**config.mk**
```make
export PLATFORM = sky130hd
export DESIGN_NAME = sbox_trace_uart
export DESIGN_NICKNAME = d
export VERILOG_FILES = /design/src/rtl/sbox_trace_pkg.sv /design/src/rtl/sbox_trace_uart_tx_byte.sv /design/src/rtl/sbox_trace_uart.sv
export SDC_FILE = /design/constraint.sdc
export NUM_CORES = 1
export LEC_CHECK = 0
export BUFFER_PORTS_ARGS = -buffer_cell sky130_fd_sc_hd__buf_2
export CAP_MARGIN = 25
export CORE_MARGIN = 8
export CORE_UTILIZATION = 35
export DETAILED_ROUTE_END_ITERATION = 10
export PLACE_DENSITY = 0.54
export SETUP_SLACK_MARGIN = 0.4
export SYNTH_ARGS = -nofsm -noshare
export SYNTH_HDL_FRONTEND = slang
export SYNTH_SLANG_ARGS = --single-unit
```
**constraint.sdc**
```tcl
create_clock -name ICE_CLK -period 3.7 [get_ports ICE_CLK]
set_clock_uncertainty 0.1 [all_clocks]
set_input_delay 0.555 -clock ICE_CLK [delete_from_list [all_inputs] [get_ports ICE_CLK]]
set_output_delay 0.555 -clock ICE_CLK [all_outputs]
set_load 0.01 [all_outputs]
```
**src/rtl/sbox_trace_pkg.sv**
```systemverilog
// Shared types and constants for the S-box trace UART.
// Frame length depends on SBOX_TRACE_SYNC_HEADER_EN (see sbox_trace_uart).
package sbox_trace_pkg;

  localparam logic [7:0]  SYNC_BYTE       = 8'hA5;
  localparam int unsigned PAYLOAD_BYTES   = 8;
  localparam int unsigned HDR_FRAME_BYTES = 9;
  localparam int unsigned IDX_W           = 4;
  localparam int unsigned CNT_W           = 16;
  localparam int unsigned TRIG_W          = 8;

  typedef enum logic [1:0] {
    ST_IDLE,
    ST_START,
    ST_DATA,
    ST_STOP
  } tx_state_e;

  typedef struct packed {
    logic [31:0] pt;
    logic [31:0] ct;
  } capture_t;

  // Byte k of the capture, most significant byte of pt first.
  function automatic logic [7:0] payload_byte(input capture_t cap, input logic [2:0] k);
    logic [63:0] flat;
    flat = cap;
    return flat[{~k, 3'b000} +: 8];
  endfunction

endpackage

```
**src/rtl/sbox_trace_uart_tx_byte.sv**
```systemverilog
// 8N1 byte serializer: start bit, 8 data bits LSB first, stop bit.
// done_c marks the last cycle of the stop bit; a start there chains with no gap.
module uart_tx_byte
  import sbox_trace_pkg::*;
#(
  parameter int unsigned CLKS_PER_BIT = 104
) (
  input  logic       clk,
  input  logic       rst,
  input  logic       start,
  input  logic [7:0] data,
  output logic       tx,
  output logic       done_c
);

  localparam logic [CNT_W-1:0] RELOAD = CNT_W'(CLKS_PER_BIT - 1);

  tx_state_e        state_q, state_d;
  logic [CNT_W-1:0] cnt_q, cnt_d;
  logic [7:0]       sh_q, sh_d;
  logic [2:0]       bit_q, bit_d;
  logic             tx_q, tx_d;

  always_ff @(posedge clk) begin
    if (rst) begin
      state_q <= ST_IDLE;
      cnt_q   <= '0;
      sh_q    <= '0;
      bit_q   <= '0;
      tx_q    <= 1'b1;
    end else begin
      state_q <= state_d;
      cnt_q   <= cnt_d;
      sh_q    <= sh_d;
      bit_q   <= bit_d;
      tx_q    <= tx_d;
    end
  end

  always_comb begin
    state_d = state_q;
    cnt_d   = cnt_q;
    sh_d    = sh_q;
    bit_d   = bit_q;
    tx_d    = tx_q;
    done_c  = 1'b0;
    unique case (state_q)
      ST_IDLE: begin
        if (start) begin
          state_d = ST_START;
          cnt_d   = RELOAD;
          sh_d    = data;
          tx_d    = 1'b0;
        end
      end
      ST_START: begin
        if (cnt_q == '0) begin
          state_d = ST_DATA;
          cnt_d   = RELOAD;
          bit_d   = 3'd0;
          tx_d    = sh_q[0];
          sh_d    = {1'b0, sh_q[7:1]};
        end else begin
          cnt_d = cnt_q - CNT_W'(1);
        end
      end
      ST_DATA: begin
        if (cnt_q == '0) begin
          cnt_d = RELOAD;
          if (bit_q == 3'd7) begin
            state_d = ST_STOP;
            tx_d    = 1'b1;
          end else begin
            bit_d = bit_q + 3'd1;
            tx_d  = sh_q[0];
            sh_d  = {1'b0, sh_q[7:1]};
          end
        end else begin
          cnt_d = cnt_q - CNT_W'(1);
        end
      end
      ST_STOP: begin
        if (cnt_q == '0) begin
          done_c = 1'b1;
          if (start) begin
            state_d = ST_START;
            cnt_d   = RELOAD;
            sh_d    = data;
            tx_d    = 1'b0;
          end else begin
            state_d = ST_IDLE;
          end
        end else begin
          cnt_d = cnt_q - CNT_W'(1);
        end
      end
      default: state_d = ST_IDLE;
    endcase
  end

  assign tx = tx_q;

endmodule

```
**src/rtl/sbox_trace_uart.sv**
```systemverilog
// Captures an S-box run (pt, ct) and streams it as a UART frame with a scope trigger.
// Define SBOX_TRACE_SYNC_HEADER_EN to prefix each frame with SYNC_BYTE.
module sbox_trace_uart
  import sbox_trace_pkg::*;
#(
  parameter int unsigned CLKS_PER_BIT = 104,
  parameter int unsigned TRIG_LEN     = 8
) (
  input  logic        ICE_CLK,
  input  logic        rst,
  input  logic        in_valid,
  input  logic [31:0] in_pt,
  input  logic [31:0] in_ct,
  output logic        in_ready,
  output logic        uart_tx,
  output logic        trig,
  output logic        busy,
  output logic        overrun
);

`ifdef SBOX_TRACE_SYNC_HEADER_EN
  localparam int unsigned FRAME_BYTES = HDR_FRAME_BYTES;
`else
  localparam int unsigned FRAME_BYTES = PAYLOAD_BYTES;
`endif

  logic              busy_q, busy_d;
  logic              in_ready_q, in_ready_d;
  logic [IDX_W-1:0]  idx_q, idx_d;
  capture_t          shadow_q, shadow_d;
  logic [TRIG_W-1:0] trig_cnt_q, trig_cnt_d;
  logic              trig_q, trig_d;
  logic              overrun_q, overrun_d;
  logic              accept_c;
  logic              byte_start_c;
  logic [7:0]        byte_data_c;
  logic [7:0]        next_byte_c;
  logic              byte_done_c;

  always_ff @(posedge ICE_CLK) begin
    if (rst) begin
      busy_q     <= 1'b0;
      in_ready_q <= 1'b0;
      idx_q      <= '0;
      shadow_q   <= '0;
      trig_cnt_q <= '0;
      trig_q     <= 1'b0;
      overrun_q  <= 1'b0;
    end else begin
      busy_q     <= busy_d;
      in_ready_q <= in_ready_d;
      idx_q      <= idx_d;
      shadow_q   <= shadow_d;
      trig_cnt_q <= trig_cnt_d;
      trig_q     <= trig_d;
      overrun_q  <= overrun_d;
    end
  end

  // idx_q counts frame bytes already handed to the serializer.
`ifdef SBOX_TRACE_SYNC_HEADER_EN
  assign next_byte_c = payload_byte(shadow_q, 3'(idx_q - IDX_W'(1)));
`else
  assign next_byte_c = payload_byte(shadow_q, 3'(idx_q));
`endif

  assign accept_c = in_valid & in_ready_q;

  always_comb begin
    busy_d       = busy_q;
    idx_d        = idx_q;
    shadow_d     = shadow_q;
    trig_cnt_d   = trig_cnt_q;
    trig_d       = 1'b0;
    overrun_d    = overrun_q | (in_valid & ~in_ready_q);
    byte_start_c = 1'b0;
    byte_data_c  = 8'h00;

    if (accept_c) begin
      trig_d     = 1'b1;
      trig_cnt_d = TRIG_W'(TRIG_LEN - 1);
    end else if (trig_cnt_q != '0) begin
      trig_d     = 1'b1;
      trig_cnt_d = trig_cnt_q - TRIG_W'(1);
    end

    if (accept_c) begin
      shadow_d     = '{pt: in_pt, ct: in_ct};
      busy_d       = 1'b1;
      idx_d        = IDX_W'(1);
      byte_start_c = 1'b1;
`ifdef SBOX_TRACE_SYNC_HEADER_EN
      byte_data_c  = SYNC_BYTE;
`else
      byte_data_c  = in_pt[31:24];
`endif
    end else if (busy_q && byte_done_c) begin
      if (idx_q == IDX_W'(FRAME_BYTES)) begin
        busy_d = 1'b0;
      end else begin
        byte_start_c = 1'b1;
        byte_data_c  = next_byte_c;
        idx_d        = idx_q + IDX_W'(1);
      end
    end

    in_ready_d = ~busy_d;
  end

  uart_tx_byte #(
    .CLKS_PER_BIT(CLKS_PER_BIT)
  ) u_tx (
    .clk    (ICE_CLK),
    .rst    (rst),
    .start  (byte_start_c),
    .data   (byte_data_c),
    .tx     (uart_tx),
    .done_c (byte_done_c)
  );

  assign in_ready = in_ready_q;
  assign busy     = busy_q;
  assign trig     = trig_q;
  assign overrun  = overrun_q;

endmodule

```
==> results of run 1 <==
placed cells by master, fill, tap and decap left out, types with 2 or more instances in the layout:
cell	instances
inv_1	11
a22o_1	2
ha_1	11
mux4_2	16
nand2b_1	10
and3_1	4
or3_1	3
mux2i_1	3
buf_4	8
nand2_1	164
a311oi_2	9
nor3_1	12
o21ai_0	7
o31ai_1	2
a221o_1	7
a32o_1	8
nand4_1	6
nand3_1	6
o221a_1	3
nor2_1	26
buf_2	70
o41ai_1	2
and4_1	2
o21ai_1	2
clkbuf_16	9
a211oi_2	2
a31oi_1	8
inv_6	3
dfxtp_1	110
xor2_1	5
xnor2_1	3
nor3_2	2
a21oi_1	81
o21a_1	7
state kept, by name, summed over array words and instances (netlist names):
| register | flops |
|---|---|
| trig_cnt_q | 8 |
| idx_q | 4 |
| busy | 1 |
| u_tx.bit_q | 3 |
| shadow_q | 64 |
| u_tx.sh_q | 8 |
| u_tx.tx | 1 |
| trig | 1 |
| in_ready | 1 |
| u_tx.cnt_q | 16 |
| overrun | 1 |
| u_tx.state_q | 2 |
power by group:
part / switching [µW] / total, µW / internal [µW]
registers: 146 / 1500 / 1350
logic: 930 / 1500 / 571
clock network: 481 / 1020 / 543
critical path, delay by kind of cell (launching register included):
kind            cells  cell delay [ns]
buf+inv             2             0.39
compound gates      3             0.97
simple gates        1             0.27
flops               1             0.39
fa+ha+maj           1             0.61
per-layer routing:
metal / track usage [%] / share of wire, %
met4: 3.018 / 0.90
met5: 0 / 0
met1: 19.04 / 47
met3: 4.340 / 4.3
met2: 23.15 / 48
metrics by stage:
stage | cell area, µm² | power [µW] | hold WS [ns] | cells
2_1_floorplan | 5172 | 2721 | 0.3331 | 596
3_3_place_gp | 5627 | 2963 | 0.3413 | 817
3_5_place_dp | 5638 | 3017 | 0.3434 | 818
4_1_cts | 5952 | 4052 | 0.3133 | 834
5_1_grt | 5952 | 4309 | 0.3239 | 834
6_report | 5952 | 4026 | 0.3290 | 834
kinds of logic (layout without fill, tap and decap cells):
logic type	Yosys count	count (layout)	share of synthesized area, %
buffers and inverters	53	107	4.668
muxes	20	20	7.765
and+or+nand+nor	244	244	20.85
AOI/OAI and AO/OA	150	150	20.13
DFF	110	110	42.57
xor gates and xnor gates	8	8	1.355
adders and majority gates	11	11	2.661
worst max path at each step:
stage,to,slack [ns],cells past startpoint
CTS,u_tx.cnt_q[7],0.87,7
finish,u_tx.cnt_q[9],0.86,7
detailed placement,u_tx.cnt_q[7],0.86,7
floorplan,u_tx.state_q[0],1.40,8
global placement,u_tx.cnt_q[9],0.97,7
global route,u_tx.cnt_q[7],0.62,7
final cells by class:
type                       instances  area [µm²]  share of cell area, %
inverter                          12       45.04                 0.7568
timing repair buffer              79       421.7                  7.084
clock buffer                       9       225.2                  3.784
clock inverter                     7       88.84                  1.493
multi-input combinational        433        2739                  46.02
sequential                       110        2202                  37.00
tap                              184       230.2                  3.868
==> impl_metrics.toml, run 1 <==
[run_status]
outcome = "completed"

[setup_path]
worstSetupPathType = "reg -> reg"
reg2reg_depth = 7
endpoint_kind = "flip-flop"
path_max_fanout = 16
worstSetupStartpoint = "u_tx.state_q[0]"
worst_path_largest_cell_delay_ns = 0.61
rrSetupSlack_ns = 0.86
crit_required_ns = 3.87
crit_chain = "inv_1 > ha_1 > nor2_1 > a211oi_2 > buf_4 > a41oi_1 > a311oi_2"
arrival_ns = 3.01
slowest_stage = "ha_1"
reg2reg_to = "u_tx.cnt_q[9]"
r2r-start = "u_tx.state_q[0]"
cp-start-kind = "flip-flop"

[worst_hold_path]
hold_depth = 3
min_to = "shadow_q[45]"
hp-start = "in_pt[13]"
hold_path.class = "in -> reg"

[run]
maxCapViolations = 0

[clock_network]
path_clk_slew_ns = 0.08
root_buffer = "clkbuf_16"
cts-htree-levels = 3
cts_buffer_depth = 2
post_cts_buffers = 0
cts-resized-gates = 0
tritoncts = "done"
cts_sinks = 110
insertion_delay_ns = 0.35
cts_hold_buf = 0
numCtsBuffers = 9

[floorplan]
dieArea_um2 = 18920
start_util_pct = 35.72
placementRows = 44
ios = 72
fp.dieH_um = 137.6
die_w_um = 137.6
placeableCoreArea_um2 = 14480

[timing]
maxSlewViolCount = 0
relSlewSlack_pct = 51.28
rsz0062_at_grt = "false"
setup_violations = 0
finalHoldViolations = 0
max_freq_mhz = 351.9
finalSetupTns_ns = 0
max_slew.worst_pin.slew_ns = 0.7308
fin_ws_ns = 0.8581
post-route-period-util_pct = 76.81
period_needed_ns = 2.842

[placed_design]
gp_congestion = 0.7647
dp_slack_ns = 0.8633
detailed_place_hpwl_mm = 9.419
port_buffers = 71

[synth]
synth_most_common_cell = "nand2_1"
synthCells = 596
yosys-top-cells-area = "dfxtp_1 (43%), nand2_1 (12%), a21oi_1 (7.8%), mux4_2 (7.0%), ha_1 (2.7%)"
synth_top_area_share_pct = 42.57
yosysTopAreaCell = "dfxtp_1"
synth-edff-count = 0
synth_nets = 674
ys_async_sr_fraction_pct = 0
yosys_warnings = 0
syn_area_um2 = 5172
synth-main-ff-cell = "dfxtp_1"
synth_cell_types = 54
ys_ff_latch = 110
ys_top_cells_by_count = "nand2_1 (165), dfxtp_1 (110), a21oi_1 (81)"
synth-seq-area-share_pct = 42.57
syn_area_per_cell_um2 = 8.679

[finish]
final_util_pct = 41.11
fill_cells = 1461
syn_to_final_growth_pct = 15.07
antennaDiodeCount = 0
finalNetCount = 723
drive_gt1_share_pct = 20.46

[pwr]
power.density_nw_per_um2 = 676.4
ir_worst_vdd_uv = 323.2
power.leakage_uw = 0.002243

[route]
drt_pre_antenna_iters = 5
drc = 0
dr_total_vias = 4429
ant_nets = 0
drt_first_iter_violations = 320
via_per_inst = 5.311
wl_mm = 13.27
wl_per_cell_um = 15.91

[grt]
grt_overflow = 0
antenna_found_initial = 0
grt_pass1_vias = 4228
grt_usage_pct = 14.54
grt_pass1_wl_mm = 21.89
grt_max_degree = 77
Power figures use the tool's default switching activity.
==> run 2: changes to the inputs <==
==> constraint.sdc (replaced) <==
create_clock -name ICE_CLK -period 2.7 [get_ports ICE_CLK]
set_clock_uncertainty 0.1 [all_clocks]
set_input_delay 0.405 -clock ICE_CLK [delete_from_list [all_inputs] [get_ports ICE_CLK]]
set_output_delay 0.405 -clock ICE_CLK [all_outputs]
set_load 0.01 [all_outputs]
==> impl_metrics.toml, run 2 (synthesis results as in run 1) <==
[route]
wl_mm = 13.03
ant_nets = 0
dr_total_vias = 4402
via_per_inst = 5.203
drc = 0
drt_first_iter_violations = 356
drt_pre_antenna_iters = 6
wl_per_cell_um = 15.40

[timing]
worst_hold_slack_ns = 0.1795
finalSetupTns_ns = 0
fin_ws_ns = 0.4909
period_needed_ns = 2.209
finalHoldViolations = 0
maxSlewViolCount = 0
rsz0062_at_grt = "false"
max_slew.worst_pin.slew_ns = 0.6648
relSlewSlack_pct = 55.68
post-route-period-util_pct = 81.82
max_freq_mhz = 452.7
setup_violations = 0

[setup_path]
rrSetupSlack_ns = 0.49
crit_required_ns = 2.90
path_max_fanout = 8
arrival_ns = 2.41
cp-start-kind = "flip-flop"
worstSetupPathType = "reg -> reg"
endpoint_kind = "flip-flop"

[finish]
largestRegisters = "shadow_q (64), u_tx.cnt_q (16)"
seqCellArea_um2 = 2205
finalNetCount = 735
layout_commonest_cell = "nand2_1"
final_cell_mix = "nand2_1 (164), dfxtp_1 (108), a21oi_1 (81)"
fill_cells = 1492
fin_cells = 846
multiInputGateArea_um2 = 2764
syn_to_final_growth_pct = 17.20
drive_gt1_share_pct = 22.66
antennaDiodeCount = 0
top_register = "shadow_q"
largest_register_ffs = 64

[floorplan]
placementRows = 44
placeableCoreArea_um2 = 14480
die_w_um = 137.6
start_util_pct = 35.72
dieArea_um2 = 18920
ios = 72
fp.dieH_um = 137.6

[clock_network]
root_buffer = "clkbuf_16"
path_clk_slew_ns = 0.08
cts_sinks = 110
insertion_delay_ns = 0.36
tritoncts = "done"
numCtsBuffers = 9
cts-htree-levels = 3
cts_buffer_depth = 2

[grt]
antenna_found_initial = 0
grt_pass1_vias = 4362
grt_usage_pct = 14.25
grt_pass1_wl_mm = 21.48
grt_max_degree = 57
grt_overflow = 0

[pwr]
power.density_nw_per_um2 = 918.4
p_int_uw = 3410
pwr-share-seq_pct = 36.9
ir_worst_vdd_uv = 411.2
p_sw_uw = 2158
clock_power_share_pct = 24.1
p_sw_share_pct = 38.76
power.leakage_uw = 0.002294
p_comb_share_pct = 39.0

[run_status]
outcome = "completed"

[worst_hold_path]
hold_path.class = "in -> reg"

[placed_design]
dp_slack_ns = 0.3663
place_inst = 827
gp_congestion = 0.7796
detailed_place_hpwl_mm = 9.381
port_buffers = 71

[run]
maxCapViolations = 0
## run 2: power groups by stage
stage               clock (µW)  sequential, µW  combinational (µW)
finish                    1340            2060                2170
global route              1460            2100                2430
CTS                       1390            2060                2120
detailed placement           0            2090                2110
global placement             0            2080                2080
floorplan                    0            2050                1680
## run 2: final timing paths
check | startpoint | endpoint | cells past startpoint
max | u_tx.cnt_q[3] | u_tx.sh_q[7] | 7
min | in_pt[4] | shadow_q[36] | 3
max reg2reg | u_tx.cnt_q[3] | u_tx.sh_q[7] | 7
min reg2reg | shadow_q[20] | shadow_q[20] | 2
## run 2: layout make-up
cell class                      count  share of cell area (%)
Clock buffer                       10                   3.942
Multi-Input combinational cell    433                   45.59
Timing Repair Buffer               91                   8.586
Tap cell                          184                   3.798
Sequential cell                   110                   36.37
Clock inverter                      6                  0.9701
Inverter                           12                  0.7430
## run 2: timing repair
item                                    CTS  global route
hold buffers                              0             0
gates resized for setup                   2             6
endpoints found under the setup margin    8            24
pin swaps                                 0             2
buffers inserted                          0             3
## run 2: per-layer routing
layer	up-vias	global-route usage (%)	wire, µm
li1	2226	-	-
met1	2100	18.63	6183
met2	69	22.71	6315
met3	7	3.282	402
met4	0	4.587	125
met5	-	0	0
## run 2: worst max-delay path: stages (launching register included)
cell	delay, ns
dfxtp_1	0.37
nor4_4	0.29
buf_4	0.19
nand4_1	0.28
o211ai_1	0.31
buf_4	0.17
and4_4	0.27
a32o_1	0.17
## run 2: per-stage QoR
step | cell area, µm² | total power, µW | utilization, %
6_report | 6062 | 5568 | 41.87
2_1_floorplan | 5172 | 3728 | -
3_5_place_dp | 5714 | 4205 | 39.47
5_1_grt | 6062 | 5989 | 41.87
3_3_place_gp | 5714 | 4160 | 39.47
4_1_cts | 6015 | 5570 | 41.54
==> run 3: changes to the inputs <==
--- a/config.mk
+++ b/config.mk
@@ -10,7 +10,7 @@
 export CORE_MARGIN = 8
 export CORE_UTILIZATION = 35
 export DETAILED_ROUTE_END_ITERATION = 10
-export PLACE_DENSITY = 0.54
+export PLACE_DENSITY = 0.56
 export SETUP_SLACK_MARGIN = 0.4
 export SYNTH_ARGS = -nofsm -noshare
 export SYNTH_HDL_FRONTEND = slang
==> constraint.sdc (replaced) <==
create_clock -name ICE_CLK -period 1.9 [get_ports ICE_CLK]
set_clock_uncertainty 0.1 [all_clocks]
set_input_delay 0.285 -clock ICE_CLK [delete_from_list [all_inputs] [get_ports ICE_CLK]]
set_output_delay 0.285 -clock ICE_CLK [all_outputs]
set_load 0.01 [all_outputs]
==> impl_metrics.toml, run 3 (synthesis results as in run 1) <==
[run_status]
outcome = "finished with violations"
violations = "setup timing"

[finish]
syn_to_final_growth_pct = 31.64
top_register = "shadow_q"
final_cell_mix = "nand2_1 (160), dfxtp_1 (102), a21oi_1 (80)"
layout_commonest_cell = "nand2_1"
largest_register_ffs = 64
finalNetCount = 787
antennaDiodeCount = 0
seqCellArea_um2 = 2215
largestRegisters = "shadow_q (64), u_tx.cnt_q (16)"
fill_cells = 1376
multiInputGateArea_um2 = 2934
drive_gt1_share_pct = 32.91

[clock_network]
cts_hold_buf = 0
cts_buffer_depth = 2
cts_sinks = 110
cts-htree-levels = 3
path_clk_slew_ns = 0.08
insertion_delay_ns = 0.36
root_buffer = "clkbuf_16"
tritoncts = "done"
numCtsBuffers = 9

[setup_path]
crit_chain = "inv_1 > ha_1 > and4_1 > buf_12 > a211oi_4 > buf_4 > buf_12 > o21ai_0 > a311oi_2"
r2r-start = "u_tx.cnt_q[0]"
arrival_ns = 2.16
crit_required_ns = 2.07
worstSetupPathType = "reg -> reg"
reg2reg_depth = 9
reg2reg_to = "u_tx.cnt_q[15]"
path_buf_inv = 4
worstSetupStartpoint = "u_tx.cnt_q[0]"
cp_common_cell = "buf_12"
worst_path_largest_cell_delay_ns = 0.33
worstSetupEndpoint = "u_tx.cnt_q[15]"
endpoint_kind = "flip-flop"
slowest_stage = "dfxtp_2"
path_max_fanout = 9
cp-start-kind = "flip-flop"
path_depth = 9
crit_family = "compound AO/OA/AOI/OAI gates"
rrSetupSlack_ns = -0.09

[route]
drt_pre_antenna_iters = 5
ant_nets = 0
dr_total_vias = 4602
wl_per_cell_um = 15.67
via_per_inst = 5.125
drc = 0
drt_first_iter_violations = 262
wl_mm = 14.08

[placed_design]
gp_congestion = 0.7758
detailed_place_hpwl_mm = 9.965
port_buffers = 71

[worst_hold_path]
hold_path.class = "in -> reg"

[timing]
post-route-period-util_pct = 104.7
setup_violations = 20
max_slew.worst_pin.slew_ns = 0.4535
fin_ws_ns = -0.08974
maxSlewViolCount = 0
finalSetupTns_ns = -0.9819
max_freq_mhz = 502.6
finalHoldViolations = 0
relSlewSlack_pct = 69.77
rsz0062_at_grt = "true"
worst_hold_slack_ns = 0.04960
period_needed_ns = 1.990

[pwr]
power.leakage_uw = 0.002638
ir_worst_vdd_uv = 803.4
power.density_nw_per_um2 = 1361

[grt]
grt_max_degree = 42
grt_overflow = 0
antenna_found_initial = 0
grt_pass1_wl_mm = 22.52
grt_usage_pct = 14.90
grt_pass1_vias = 4535

[run]
maxCapViolations = 0

[floorplan]
start_util_pct = 35.72
die_w_um = 137.6
fp.dieH_um = 137.6
placeableCoreArea_um2 = 14480
dieArea_um2 = 18920
ios = 72
placementRows = 44
## run 3: cell types whose count changed in the layout (fill, tap and decap cells not counted), sizes merged
cell / previous run / this run
clkinv: 1 / 5
inv: 16 / 13
clkbuf: 10 / 12
buf: 91 / 140
## run 3: layer usage
layer / part of all wire [%] / global-route usage (%) / up-vias
met1: 46 / 18.72 / 2188
met5: 0 / 0 / -
met3: 3.0 / 4.085 / 12
met2: 49 / 24.39 / 67
li1: - / - / 2335
met4: 1.3 / 4.345 / 0
## run 3: what timing repair did
item,in CTS,in global routing
resized for setup,23,18
endpoints found under the setup margin,41,57
pin swaps,10,16
cloned,0,3
setup buffers,4,4
## run 3: per-stage QoR
stage          utilization (%)  power, µW  area [µm²]  setup slack, ns  cells
5_1_grt                  47.03       9878        6809          -0.1659    898
3_5_place_dp             42.68       6724        6180         -0.09090    871
2_1_floorplan                -       5458        5283         -0.07025    596
6_report                 47.03       9264        6809         -0.08974    898
3_3_place_gp             42.68       6604        6180         -0.07496    871
4_1_cts                  45.80       9047        6631         -0.07373    891
## run 3: worst min-delay path by stage
stage | endpoint | cells after the start | from
final | shadow_q[13] | 3 | in_ct[13]
after global routing | shadow_q[19] | 3 | in_ct[19]
after CTS | shadow_q[13] | 3 | in_ct[13]
after detailed placement | shadow_q[11] | 2 | shadow_q[11]
after global placement | u_tx.sh_q[5] | 1 | u_tx.sh_q[5]
after floorplan | shadow_q[0] | 2 | in_ct[0]
## run 3: tightest hold or removal path, stage by stage
cell,delay [ns]
buf_2,0.09
nand2_1,0.04
a21oi_1,0.05
## run 3: power by group
part | leakage, µW | internal [µW] | switching, µW
Combinational | 0.00159 | 2130 | 2290
Clock | 0.000148 | 946 | 1010
Sequential | 0.000901 | 2650 | 246
Total | 0.00264 | 5730 | 3540
## run 3: final cells by class
cell class	instances	area share (%)
Inverter	12	0.7718
Timing Repair Buffer	143	15.64
Clock inverter	7	1.286
Multi-Input combinational cell	433	43.09
Clock buffer	9	3.308
Sequential cell	110	32.52
Tap cell	184	3.381
